File: src/rtl/plab5_mcore_mem_req_init_pkg.sv
// Shared message layout for the domain-tagged memory protocol: field widths,
// type encodings and packed control payloads for requests and responses.
package plab5_mcore_mem_req_init_pkg;

    localparam int unsigned c_type_nbits   = 3;
    localparam int unsigned c_opaque_nbits = 8;
    localparam int unsigned c_addr_nbits   = 32;
    localparam int unsigned c_len_nbits    = 4;
    localparam int unsigned c_data_nbits   = 128;

    localparam int unsigned c_req_msg_cnbits  = c_type_nbits + c_opaque_nbits + c_addr_nbits + c_len_nbits;
    localparam int unsigned c_resp_msg_cnbits = c_type_nbits + c_opaque_nbits + c_len_nbits;

    typedef enum logic [c_type_nbits-1:0] {
        MEM_READ  = 3'd0,
        MEM_WRITE = 3'd1
    } mem_type_e;

    // {type[46:44], opaque[43:36], addr[35:4], len[3:0]}
    typedef struct packed {
        logic [c_type_nbits-1:0]   msg_type;
        logic [c_opaque_nbits-1:0] opaque;
        logic [c_addr_nbits-1:0]   addr;
        logic [c_len_nbits-1:0]    len;
    } mem_req_ctl_t;

    // {type[14:12], opaque[11:4], len[3:0]}
    typedef struct packed {
        logic [c_type_nbits-1:0]   msg_type;
        logic [c_opaque_nbits-1:0] opaque;
        logic [c_len_nbits-1:0]    len;
    } mem_resp_ctl_t;

endpackage

File: src/rtl/plab5_mcore_mem_req_init_if.sv
// Cache-side and network-side request/response channels of the initiator.
interface plab5_mcore_mem_req_init_if;
    import plab5_mcore_mem_req_init_pkg::*;

    logic [c_req_msg_cnbits-1:0]  cache_req_control;
    logic [c_data_nbits-1:0]      cache_req_data;
    logic                         cache_req_val;
    logic                         cache_req_rdy;

    logic [c_req_msg_cnbits-1:0]  net_req_control;
    logic [c_data_nbits-1:0]      net_req_data;
    logic                         net_req_domain;
    logic                         net_req_val;
    logic                         net_req_rdy;

    logic [c_resp_msg_cnbits-1:0] net_resp_control;
    logic [c_data_nbits-1:0]      net_resp_data;
    logic                         net_resp_domain;
    logic                         net_resp_val;
    logic                         net_resp_rdy;

    logic [c_resp_msg_cnbits-1:0] cache_resp_control;
    logic [c_data_nbits-1:0]      cache_resp_data;
    logic                         cache_resp_val;
    logic                         cache_resp_rdy;

    modport slave (
        input  cache_req_control, cache_req_data, cache_req_val,
        output cache_req_rdy,
        output net_req_control, net_req_data, net_req_domain, net_req_val,
        input  net_req_rdy,
        input  net_resp_control, net_resp_data, net_resp_domain, net_resp_val,
        output net_resp_rdy,
        output cache_resp_control, cache_resp_data, cache_resp_val,
        input  cache_resp_rdy
    );

    modport master (
        output cache_req_control, cache_req_data, cache_req_val,
        input  cache_req_rdy,
        input  net_req_control, net_req_data, net_req_domain, net_req_val,
        output net_req_rdy,
        output net_resp_control, net_resp_data, net_resp_domain, net_resp_val,
        input  net_resp_rdy,
        input  cache_resp_control, cache_resp_data, cache_resp_val,
        output cache_resp_rdy
    );

endinterface

File: src/rtl/plab5_mcore_tag_scoreboard.sv
// Outstanding-request table: valid bits, lowest-free-index allocation and
// per-tag storage of the original opaque and the issuing domain.
module plab5_mcore_tag_scoreboard
    import plab5_mcore_mem_req_init_pkg::*;
#(
    parameter int unsigned p_num_entries = 4
) (
    input  logic                              clk,
    input  logic                              reset,

    input  logic                              alloc_en,
    input  logic [c_opaque_nbits-1:0]         alloc_opaque,
    input  logic                              alloc_domain,
    output logic                              free_exists_c,
    output logic [$clog2(p_num_entries)-1:0]  alloc_idx_c,

    input  logic [$clog2(p_num_entries)-1:0]  rd_idx,
    input  logic                              free_en,
    output logic                              rd_valid_c,
    output logic [c_opaque_nbits-1:0]         rd_opaque_c,
    output logic                              rd_domain_c,

    output logic [$clog2(p_num_entries):0]    count
);

    localparam int unsigned c_idx_nbits = $clog2(p_num_entries);
    localparam int unsigned c_cnt_nbits = c_idx_nbits + 1;

    logic [p_num_entries-1:0]  valid;
    logic [c_opaque_nbits-1:0] opaque_mem [p_num_entries];
    logic                      domain_mem [p_num_entries];
    logic                      free_hit_c;

    // Lowest-index free entry, looked up from registered valid bits only
    always_comb begin
        free_exists_c = 1'b0;
        alloc_idx_c   = '0;
        for (int i = int'(p_num_entries) - 1; i >= 0; i--) begin
            if (!valid[i]) begin
                free_exists_c = 1'b1;
                alloc_idx_c   = c_idx_nbits'(i);
            end
        end
    end

    assign rd_valid_c  = valid[rd_idx];
    assign rd_opaque_c = opaque_mem[rd_idx];
    assign rd_domain_c = domain_mem[rd_idx];
    assign free_hit_c  = free_en & valid[rd_idx];

    // A freed tag only becomes allocatable on the following cycle
    always_ff @(posedge clk) begin
        if (reset) begin
            valid <= '0;
            count <= '0;
        end else begin
            if (free_en) valid[rd_idx] <= 1'b0;
            if (alloc_en) valid[alloc_idx_c] <= 1'b1;
            count <= count + c_cnt_nbits'(alloc_en) - c_cnt_nbits'(free_hit_c);
        end
    end

    always_ff @(posedge clk) begin
        if (alloc_en) begin
            opaque_mem[alloc_idx_c] <= alloc_opaque;
            domain_mem[alloc_idx_c] <= alloc_domain;
        end
    end

endmodule

File: src/rtl/plab5_mcore_mem_req_init.sv
// Requester-side endpoint: tags outgoing requests with the core domain and a
// scoreboard index, and restores/validates the matching responses.
module plab5_mcore_mem_req_init
    import plab5_mcore_mem_req_init_pkg::*;
#(
    parameter int unsigned p_num_entries = 4
) (
    input  logic                            clk,
    input  logic                            reset,
    input  logic                            sec_level,
    plab5_mcore_mem_req_init_if.slave       bus,
    output logic                            dom_err,
    output logic [$clog2(p_num_entries):0]  outstanding
);

    localparam int unsigned c_idx_nbits = $clog2(p_num_entries);

    mem_req_ctl_t              cache_req_ctl;
    mem_req_ctl_t              net_req_ctl;
    mem_resp_ctl_t             net_resp_ctl;
    mem_resp_ctl_t             cache_resp_ctl;
    logic [c_data_nbits-1:0]   net_req_data;
    logic [c_data_nbits-1:0]   cache_resp_data;
    logic                      net_req_val;
    logic                      net_req_domain;
    logic                      cache_resp_val;

    logic                      free_exists_c;
    logic [c_idx_nbits-1:0]    alloc_idx_c;
    logic [c_idx_nbits-1:0]    resp_idx_c;
    logic                      entry_valid_c;
    logic [c_opaque_nbits-1:0] entry_opaque_c;
    logic                      entry_domain_c;
    logic                      req_fire_c;
    logic                      resp_fire_c;
    logic                      resp_ok_c;

    assign cache_req_ctl = bus.cache_req_control;
    assign net_resp_ctl  = bus.net_resp_control;

    assign bus.cache_req_rdy = free_exists_c & (!net_req_val | bus.net_req_rdy);
    assign bus.net_resp_rdy  = !cache_resp_val | bus.cache_resp_rdy;
    assign req_fire_c        = bus.cache_req_val & bus.cache_req_rdy;
    assign resp_fire_c       = bus.net_resp_val & bus.net_resp_rdy;

    assign resp_idx_c = net_resp_ctl.opaque[c_idx_nbits-1:0];
    // Tags above the table size can never have been issued by us
    assign resp_ok_c  = entry_valid_c
                      & (bus.net_resp_domain == entry_domain_c)
                      & ((net_resp_ctl.opaque >> c_idx_nbits) == '0);

    plab5_mcore_tag_scoreboard #(
        .p_num_entries (p_num_entries)
    ) u_scoreboard (
        .clk           (clk),
        .reset         (reset),
        .alloc_en      (req_fire_c),
        .alloc_opaque  (cache_req_ctl.opaque),
        .alloc_domain  (sec_level),
        .free_exists_c (free_exists_c),
        .alloc_idx_c   (alloc_idx_c),
        .rd_idx        (resp_idx_c),
        .free_en       (resp_fire_c),
        .rd_valid_c    (entry_valid_c),
        .rd_opaque_c   (entry_opaque_c),
        .rd_domain_c   (entry_domain_c),
        .count         (outstanding)
    );

    // Request pipeline register
    always_ff @(posedge clk) begin
        if (reset) begin
            net_req_val <= 1'b0;
        end else if (req_fire_c) begin
            net_req_val <= 1'b1;
        end else if (bus.net_req_rdy) begin
            net_req_val <= 1'b0;
        end
    end

    always_ff @(posedge clk) begin
        if (req_fire_c) begin
            net_req_ctl        <= cache_req_ctl;
            net_req_ctl.opaque <= c_opaque_nbits'(alloc_idx_c);
            net_req_data       <= bus.cache_req_data;
            net_req_domain     <= sec_level;
        end
    end

    // Response output register; dom_err marks the first cycle of a scrubbed response
    always_ff @(posedge clk) begin
        if (reset) begin
            cache_resp_val <= 1'b0;
            dom_err        <= 1'b0;
        end else begin
            dom_err <= resp_fire_c & !resp_ok_c;
            if (resp_fire_c) begin
                cache_resp_val <= 1'b1;
            end else if (bus.cache_resp_rdy) begin
                cache_resp_val <= 1'b0;
            end
        end
    end

    always_ff @(posedge clk) begin
        if (resp_fire_c) begin
            cache_resp_ctl.msg_type <= net_resp_ctl.msg_type;
            cache_resp_ctl.len      <= net_resp_ctl.len;
            cache_resp_ctl.opaque   <= entry_valid_c ? entry_opaque_c : net_resp_ctl.opaque;
            cache_resp_data         <= resp_ok_c ? bus.net_resp_data : '0;
        end
    end

    assign bus.net_req_control    = net_req_ctl;
    assign bus.net_req_data       = net_req_data;
    assign bus.net_req_domain     = net_req_domain;
    assign bus.net_req_val        = net_req_val;
    assign bus.cache_resp_control = cache_resp_ctl;
    assign bus.cache_resp_data    = cache_resp_data;
    assign bus.cache_resp_val     = cache_resp_val;

endmodule

File: src/flat_wrapper.sv
// flat-port wrapper written by rule: the top's interface ports become plain ports
module plab5_mcore_mem_req_init_flat import plab5_mcore_mem_req_init_pkg::*;
#(
    parameter int unsigned p_num_entries = 4
)
  (clk, reset, sec_level, dom_err, outstanding, bus_cache_req_control, bus_cache_req_data, bus_cache_req_val, bus_cache_req_rdy, bus_net_req_control, bus_net_req_data, bus_net_req_domain, bus_net_req_val, bus_net_req_rdy, bus_net_resp_control, bus_net_resp_data, bus_net_resp_domain, bus_net_resp_val, bus_net_resp_rdy, bus_cache_resp_control, bus_cache_resp_data, bus_cache_resp_val, bus_cache_resp_rdy);
  plab5_mcore_mem_req_init_if bus_i ();
  input  logic clk;
  input  logic reset;
  input  logic sec_level;
  output logic dom_err;
  output logic [$clog2(p_num_entries):0] outstanding;
  input wire logic [$bits(bus_i.cache_req_control)-1:0] bus_cache_req_control;
  input wire logic [$bits(bus_i.cache_req_data)-1:0] bus_cache_req_data;
  input wire logic [$bits(bus_i.cache_req_val)-1:0] bus_cache_req_val;
  output wire logic [$bits(bus_i.cache_req_rdy)-1:0] bus_cache_req_rdy;
  output wire logic [$bits(bus_i.net_req_control)-1:0] bus_net_req_control;
  output wire logic [$bits(bus_i.net_req_data)-1:0] bus_net_req_data;
  output wire logic [$bits(bus_i.net_req_domain)-1:0] bus_net_req_domain;
  output wire logic [$bits(bus_i.net_req_val)-1:0] bus_net_req_val;
  input wire logic [$bits(bus_i.net_req_rdy)-1:0] bus_net_req_rdy;
  input wire logic [$bits(bus_i.net_resp_control)-1:0] bus_net_resp_control;
  input wire logic [$bits(bus_i.net_resp_data)-1:0] bus_net_resp_data;
  input wire logic [$bits(bus_i.net_resp_domain)-1:0] bus_net_resp_domain;
  input wire logic [$bits(bus_i.net_resp_val)-1:0] bus_net_resp_val;
  output wire logic [$bits(bus_i.net_resp_rdy)-1:0] bus_net_resp_rdy;
  output wire logic [$bits(bus_i.cache_resp_control)-1:0] bus_cache_resp_control;
  output wire logic [$bits(bus_i.cache_resp_data)-1:0] bus_cache_resp_data;
  output wire logic [$bits(bus_i.cache_resp_val)-1:0] bus_cache_resp_val;
  input wire logic [$bits(bus_i.cache_resp_rdy)-1:0] bus_cache_resp_rdy;
  assign bus_i.cache_req_control = bus_cache_req_control;
  assign bus_i.cache_req_data = bus_cache_req_data;
  assign bus_i.cache_req_val = bus_cache_req_val;
  assign bus_cache_req_rdy = bus_i.cache_req_rdy;
  assign bus_net_req_control = bus_i.net_req_control;
  assign bus_net_req_data = bus_i.net_req_data;
  assign bus_net_req_domain = bus_i.net_req_domain;
  assign bus_net_req_val = bus_i.net_req_val;
  assign bus_i.net_req_rdy = bus_net_req_rdy;
  assign bus_i.net_resp_control = bus_net_resp_control;
  assign bus_i.net_resp_data = bus_net_resp_data;
  assign bus_i.net_resp_domain = bus_net_resp_domain;
  assign bus_i.net_resp_val = bus_net_resp_val;
  assign bus_net_resp_rdy = bus_i.net_resp_rdy;
  assign bus_cache_resp_control = bus_i.cache_resp_control;
  assign bus_cache_resp_data = bus_i.cache_resp_data;
  assign bus_cache_resp_val = bus_i.cache_resp_val;
  assign bus_i.cache_resp_rdy = bus_cache_resp_rdy;
  plab5_mcore_mem_req_init #(.p_num_entries(p_num_entries)) u_core (.clk(clk), .reset(reset), .sec_level(sec_level), .bus(bus_i), .dom_err(dom_err), .outstanding(outstanding));
endmodule
File: config.mk
export PLATFORM = sky130hd
export DESIGN_NAME = plab5_mcore_mem_req_init_flat
export DESIGN_NICKNAME = d
export VERILOG_FILES = /design/src/rtl/plab5_mcore_mem_req_init_pkg.sv /design/src/rtl/plab5_mcore_mem_req_init_if.sv /design/src/rtl/plab5_mcore_tag_scoreboard.sv /design/src/rtl/plab5_mcore_mem_req_init.sv /design/src/flat_wrapper.sv
export SDC_FILE = /design/constraint.sdc
export NUM_CORES = 1
export LEC_CHECK = 0
export ABC_AREA = 1
export BUFFER_PORTS_ARGS = -buffer_cell sky130_fd_sc_hd__buf_2
export CORE_AREA = 10 10 246 248
export CTS_CLUSTER_SIZE = 10
export DETAILED_ROUTE_END_ITERATION = 7
export DIE_AREA = 0 0 256 258
export PLACE_DENSITY = 0.52
export SLEW_MARGIN = 20
export SYNTH_ARGS = -nofsm -noshare
export SYNTH_HDL_FRONTEND = slang
export SYNTH_SLANG_ARGS = --single-unit
export TNS_END_PERCENT = 10
File: constraint.sdc
create_clock -name clk -period 15.8 [get_ports clk]
set_clock_uncertainty 0.2 [all_clocks]
set_input_delay 0.79 -clock clk [delete_from_list [all_inputs] [get_ports clk]]
set_output_delay 0.79 -clock clk [all_outputs]
set_load 0.02 [all_outputs]
# Word level (Yosys, flattened, before mapping)
# Memory sizes are Yosys's and may differ from the RTL's.
# Index checks and enable logic that the tools add are counted.
[word_totals] ff_bits=323 ram_bits=36 in_bits=326 out_inout_bits=327 n_memories=2
[mem_list] memory="u_core.u_scoreboard.opaque_mem" depth=4 word_bits=8 rd=1 rd_ports_with_merged_regs=0 write_ports=1 line="plab5_mcore_tag_scoreboard.sv:30" rtl="logic [c_opaque_nbits-1:0] opaque_mem [p_num_entries];"
[mem_list] memory="u_core.u_scoreboard.domain_mem" depth=4 word_bits=1 rd=1 rd_ports_with_merged_regs=0 write_ports=1 line="plab5_mcore_tag_scoreboard.sv:31" rtl="logic domain_mem [p_num_entries];"
[classes] addsub=2 n_lt_le_gt_ge=4 n_eq_ne=1 mux=24 bitwise=12 n_reduce_logical=8
[op_table] op="two-way mux 1 bit" n=13
[op_table] op="two-way mux 4 bit" n=3
[op_table] op="logical NOT 8 bit" n=1
[op_table] op="two-way mux 2 bit" n=4
[op_table] op="two-way mux 8 bit" n=1
[op_table] op="bitwise AND 1 bit" n=7
[op_table] op="< comparator 2 x 3 -> 1 bit, second input constant" n=2
[op_table] op="bitwise AND 4 bit" n=1
[op_table] op="demux 1 bit (select 2 bit)" n=2
[op_table] op=">= comparator 2 x 1 -> 1 bit, second input constant" n=2
[op_table] op="inverter 4 bit" n=1
[op_table] op="bitwise OR 4 bit" n=1
[op_table] op="nonzero test 2 bit" n=2
[op_table] op="adder 3 x 1 -> 3 bit" n=1
[op_table] op="logical NOT 1 bit" n=3
[op_table] op="subtractor 3 x 1 -> 3 bit" n=1
[op_table] op="binary-select mux 1 bit (select 2 bit)" n=1
[op_table] op="logical AND 1 bit" n=2
[op_table] op="bitwise OR 1 bit" n=2
[op_table] op="== test 1 bit" n=1

# Depth between registers and ports, before layout
[depth] ltp_word=10 mapped_depth=12 ltp_nobuf=11

# Hierarchy
# Synthesis repeated with hierarchy kept, for this count alone.
[hier_totals] hier_cells=790 area_unflattened_um2=12572.1
[by_module_without_submodules] mod="plab5_mcore_mem_req_init" instances=1 cells_per_inst=643 area_per_inst_um2=10835.4 seq_area_each_um2=9459.1
[by_module_without_submodules] mod="plab5_mcore_tag_scoreboard" instances=1 cells_per_inst=147 area_per_inst_um2=1736.7 seq_area_each_um2=1221.2

# Least setup slack after synthesis
# No wires, ideal clock.
[synth_path] path_type="in2reg" startpoint="input bus_net_req_rdy" endpoint="register u_core.u_scoreboard.count[1]" setup_time_ps=126 arrival_time_ps=5587 required_time_ps=15474 path_slack_ps=9887 path_stages=10 n_path_buf=0 cell_sequence="inv_1 nand2_1 nand3_1 inv_1 o21ai_0 nand2_1 ha_1 fa_1 inv_1 nor2_1"
[synth_between] elab_chain_len=5
[synth_lines] item="from (decl)" line="flat_wrapper.sv:21" rtl="input wire logic [$bits(bus_i.net_req_rdy)-1:0] bus_net_req_rdy;"
[synth_lines] item="bitwise OR 1 bit" line="plab5_mcore_mem_req_init.sv:41" rtl="assign bus.cache_req_rdy = free_exists_c & (!net_req_val | bus.net_req_rdy);"
[synth_lines] item="bitwise AND 1 bit" line="plab5_mcore_mem_req_init.sv:41"
[synth_lines] item="bitwise AND 1 bit" line="plab5_mcore_mem_req_init.sv:43" rtl="assign req_fire_c = bus.cache_req_val & bus.cache_req_rdy;"
[synth_lines] item="via u_core.req_fire_c" line="plab5_mcore_mem_req_init.sv:34" rtl="logic req_fire_c;"
[synth_lines] item="adder 3 x 1 -> 3 bit" line="plab5_mcore_tag_scoreboard.sv:59" rtl="count <= count + c_cnt_nbits'(alloc_en) - c_cnt_nbits'(free_hit_c);"
[synth_lines] item="subtractor 3 x 1 -> 3 bit" line="plab5_mcore_tag_scoreboard.sv:59"
[synth_lines] item="to (signal assigned)" line="plab5_mcore_tag_scoreboard.sv:59"
[synth_lines] item="to (decl)" line="plab5_mcore_tag_scoreboard.sv:23" rtl="output logic [$clog2(p_num_entries):0] count"
# The timed path passes the listed nets, and every way through them passes these cells.
# A chain may end at the register's enable or synchronous reset.

# Final worst setup path
[layout_path] startpoint="input bus_net_resp_control[4]" endpoint="register u_core.cache_resp_data[71], in the netlist u_core.bus.cache_resp_data[71], data pin"
[layout_between] elab_chain_len=4
[layout_lines] item="from (decl)" line="flat_wrapper.sv:22" rtl="input wire logic [$bits(bus_i.net_resp_control)-1:0] bus_net_resp_control;"
[layout_lines] item="memory read (4 x 1 bit) / binary-select mux 1 bit (select 2 bit) (equally long branches)"
[layout_lines] item="== test 1 bit / two-way mux 1 bit (equally long branches)" line="plab5_mcore_mem_req_init.sv:49, plab5_mcore_tag_scoreboard.sv:46"
[layout_lines] item="bitwise AND 1 bit *" line="plab5_mcore_mem_req_init.sv:49" rtl="& (bus.net_resp_domain == entry_domain_c)"
[layout_lines] item="bitwise AND 1 bit *" line="plab5_mcore_mem_req_init.sv:50" rtl="& ((net_resp_ctl.opaque >> c_idx_nbits) == '0);"
[layout_lines] item="to (signal assigned)" line="plab5_mcore_mem_req_init.sv:110" rtl="cache_resp_data <= resp_ok_c ? bus.net_resp_data : '0;"
[layout_lines] item="to (decl)" line="plab5_mcore_mem_req_init.sv:23" rtl="logic [c_data_nbits-1:0] cache_resp_data;"
# Mark *: on every way between the ends. The rest lies on a longest branch, timed or not. The select of a mux whose other input is x is not followed.

==> metrics.md <==
| Metric | Value |
|---|---|
| Initial antenna violation count | `19` |
| Number of instances in the synthesized netlist | `797` |
| Half-perimeter wire length after placement | `39.0 mm` |
| Buffers and inverters on the worst path | `5` |
| Routability cong. | `0.859` |
| Vert. Die Dim | `258 µm` |
| Post-synthesis instance area | `0.0135 mm²` |
| Share of the cycle needed by the critical path after routing | `28.8%` |
| Slowest cell delay on critical path | `0.86 ns` |
| Crit path arrival time | `4.64 ns` |
| Crit-path cells | `buf_2 > inv_2 > nand2_1 > nand2_1 > nand2_1 > nand3_1 > nand3_4 > buf_4 > buf_4 > buf_4 > nor2_1` |
| Max VDD drop | `0.0000796 V` |
| All-Layer GR Usage | `14.1%` |
| Final worst hold slack | `0.191 ns` |
| Drt drc | `0` |
| Area share of xor/xnor cells in the synthesized design | `0.0650%` |
| Floorplan die area | `0.0660 mm²` |
| Pin count of the biggest net entering global routing | `81` |
| Floorplan die width | `256 µm` |
| Number of primary I/O pins | `653` |
| Clk pin slew, worst setup/hold paths | `0.06 ns` |
| Class of the worst hold path | `in2reg` |
| Layout area overhead | `38.8%` |
| DRC marker count from the first detailed-route iteration | `446` |
| Number of endpoints failing setup at the final stage | `0` |
| Worst slew margin | `33.0%` |
| Result of the run | `finished clean` |
| Crit start category | `input pin` |
| Hold Buf Count CTS | `0` |
| Post-CTS setup buffer count | `0` |
| Std-Cell Rows | `87` |
| Setup tns final | `0 ns` |
| Compound-cell area share of the yosys netlist | `0.622%` |
| Total clock buffers created by CTS | `44` |
| Mapped Avg Cell Area | `16.9 µm²` |
| Maxcap violations | `0` |
| Post-route antenna net violation count | `0` |
| Setup CP Type | `in2reg` |
| TritonCTS clock tree | `yes` |
| Average wire per cell in the routed design | `21.6 µm` |
| Total wire length after detailed routing | `48.7 mm` |
| Number of buffers inserted by port buffering | `646` |
| Main area contributors after synthesis | `sky130_fd_sc_hd__edfxtp_1 (78%), sky130_fd_sc_hd__nor2_4 (8.5%), sky130_fd_sc_hd__inv_1 (4.1%)` |
| Total number of clock tree sinks | `359` |
| Leakage | `8.16 nW` |
| TritonRoute pass-1 iters | `4` |
| Main combinational cell family by area after synthesis | `simple AND/OR/NAND/NOR gates` |
| Average vias per placed instance | `3.85` |
| Library cell used as clock root buffer | `sky130_fd_sc_hd__clkbuf_16` |
| Flop and latch count out of synthesis | `359` |
| Core footprint | `0.0557 mm²` |
| Largest buffer count on any clock path | `3` |
| Maximum achievable frequency | `220 MHz` |
| Fraction of synthesized cell area taken by the top area cell type | `77.8%` |
| Largest area contributor in the netlist | `sky130_fd_sc_hd__edfxtp_1` |
| Crit-path max FO | `38` |
| Critical Path End Type | `register` |
| Final global-route overflow total | `0` |
| Synthesis Warnings | `0` |
| Via count of the first global-routing pass | `9220` |
| Sequential-to-total area share from yosys stat | `79.3%` |
| Level count of the clock H-tree | `2` |
| Initial standard-cell utilization of the core | `24.2%` |
| Number of nets in the layout | `1804` |
| RSZ-0062 raised after global routing | `no` |
| Number of cells upsized or downsized after cts | `0` |
| Clock period minus final worst setup slack | `4.55 ns` |
| Adder and majority cell fraction of the synthesized area | `0.241%` |
| Number of endpoints with negative hold slack in the final report | `0` |
| Critical Path Slowest Stage Cell | `sky130_fd_sc_hd__buf_4` |
| CP required | `15.89 ns` |
| Slew of the pin with the lowest slew margin | `1.00 ns` |
| Number of max-slew violations in the final report | `0` |
| Share of synthesized cell area in and, or, nand and nor gates | `13.1%` |
| Library cells used by synthesis | `29` |
| Fraction of layout cells with a size suffix above 1 | `54.7%` |
| Power density of the placed cells | `121 mW/mm²` |
| CP delay by family, top | `buffers and inverters` |
| Clock latency reported for the late side of the worst-skew pair | `0.55 ns` |
| Total number of vias | `8679` |
| Wire length of the first global-routing pass | `68.5 mm` |
| Mux contribution to synthesized area | `0%` |
worst register-to-register path, cell delays in order (launching register included):
cell	delay [ns]
sky130_fd_sc_hd__dfxtp_1	0.37
sky130_fd_sc_hd__nand3_1	0.12
sky130_fd_sc_hd__nand2_2	0.06
sky130_fd_sc_hd__nor2_4	0.21
sky130_fd_sc_hd__nor2_4	0.06
sky130_fd_sc_hd__nand3_4	0.53
sky130_fd_sc_hd__buf_4	0.90
sky130_fd_sc_hd__buf_4	0.78
sky130_fd_sc_hd__buf_4	0.78
sky130_fd_sc_hd__nor2_1	0.10
final timing paths:
check                                from                              to  slack [ns]  depth (start not counted)
min reg2reg  u_core.u_scoreboard.valid[2]    u_core.u_scoreboard.valid[2]        0.33                          2
max               bus_net_resp_control[4]  u_core.bus.cache_resp_data[71]       11.25                         11
max reg2reg  u_core.u_scoreboard.valid[1]  u_core.bus.cache_resp_data[71]       11.42                          9
min                bus_cache_req_data[37]     u_core.bus.net_req_data[37]        0.19                          1
power breakdown:
group	internal, mW	switching [mW]	total, mW	leakage (nW)
sequential	1.10	0.0144	1.12	3.51
combinational	0.0667	0.150	0.217	4.03
clock	0.548	0.385	0.933	0.625
synthesized netlist by cell type:
library cell,instances
sky130_fd_sc_hd__edfxtp_1,349
sky130_fd_sc_hd__inv_1,148
sky130_fd_sc_hd__nor2_4,102
sky130_fd_sc_hd__nand2_1,74
sky130_fd_sc_hd__nor2_1,44
sky130_fd_sc_hd__buf_12,11
sky130_fd_sc_hd__dfxtp_1,10
sky130_fd_sc_hd__nand4_1,10
sky130_fd_sc_hd__a21oi_1,8
sky130_fd_sc_hd__buf_4,6
sky130_fd_sc_hd__nand3_1,6
sky130_fd_sc_hd__o21ai_0,6
sky130_fd_sc_hd__buf_6,5
sky130_fd_sc_hd__inv_2,2
sky130_fd_sc_hd__nand2_4,2
sky130_fd_sc_hd__a31oi_1,1
sky130_fd_sc_hd__buf_2,1
sky130_fd_sc_hd__clkbuf_1,1
sky130_fd_sc_hd__clkinv_1,1
sky130_fd_sc_hd__conb_1,1
sky130_fd_sc_hd__fa_1,1
sky130_fd_sc_hd__ha_1,1
sky130_fd_sc_hd__nand2_2,1
sky130_fd_sc_hd__nand3_2,1
sky130_fd_sc_hd__nand3_4,1
sky130_fd_sc_hd__nor2_8,1
sky130_fd_sc_hd__o21a_1,1
sky130_fd_sc_hd__or2_2,1
sky130_fd_sc_hd__xor2_1,1
logic make-up after synthesis:
group	after synthesis
fa+ha+maj	2
simple gates	243
other cells	1
flops	359
compound gates	16
xor+xnor	1
buf+inv	175
cells in the final DEF, fill, tap and decap left out, types with 8 or more instances in the layout:
| cell type | n |
|---|---|
| sky130_fd_sc_hd__edfxtp_1 | 349 |
| sky130_fd_sc_hd__nand2_1 | 74 |
| sky130_fd_sc_hd__a21oi_1 | 8 |
| sky130_fd_sc_hd__clkbuf_1 | 10 |
| sky130_fd_sc_hd__dfxtp_1 | 10 |
| sky130_fd_sc_hd__inv_1 | 146 |
| sky130_fd_sc_hd__clkbuf_16 | 44 |
| sky130_fd_sc_hd__nor2_4 | 102 |
| sky130_fd_sc_hd__nor2_1 | 44 |
| sky130_fd_sc_hd__nand4_1 | 10 |
| sky130_fd_sc_hd__buf_2 | 646 |
routing by layer:
layer	wire (µm)	GRT usage, %
met1	17700	15.2
met2	24700	24.6
met3	5290	6.78
met4	927	3.47
met5	116	0
sequential cells by signal (all words and copies together) (netlist names):
name and count:
u_core.bus.cache_resp_control 15, u_core.bus.cache_resp_data 128, u_core.bus.cache_resp_val 1, u_core.bus.net_req_control 41, u_core.bus.net_req_data 128, u_core.bus.net_req_domain 1, u_core.bus.net_req_val 1, u_core.dom_err 1
u_core.u_scoreboard.count 3, u_core.u_scoreboard.domain_mem 4, u_core.u_scoreboard.opaque_mem 32, u_core.u_scoreboard.valid 4
through the flow:
step	utilization (%)	total power, mW	cells	area [µm²]	worst slack [ns]
final	33.6	2.27	2257	18700	11.25
after detailed placement	31.2	1.36	2186	17400	10.60
after global placement	31.2	1.36	2186	17400	10.67
after CTS	33.5	2.31	2251	18700	11.25
after floorplan	-	1.25	802	13500	9.89
after global routing	33.5	2.36	2252	18700	11.01
cell type report:
| cell class | count | area, µm² |
|---|---|---|
| multi-input combinational | 268 | 1910 |
| sequential | 359 | 10700 |
| clock buffer | 56 | 1170 |
| inverter | 151 | 577 |
| tap | 756 | 946 |
| clock inverter | 9 | 125 |
| fill | 5630 | 37000 |
| antenna | 6 | 15.0 |
| timing repair buffer | 652 | 3280 |
(Power assumes the default switching activity.)
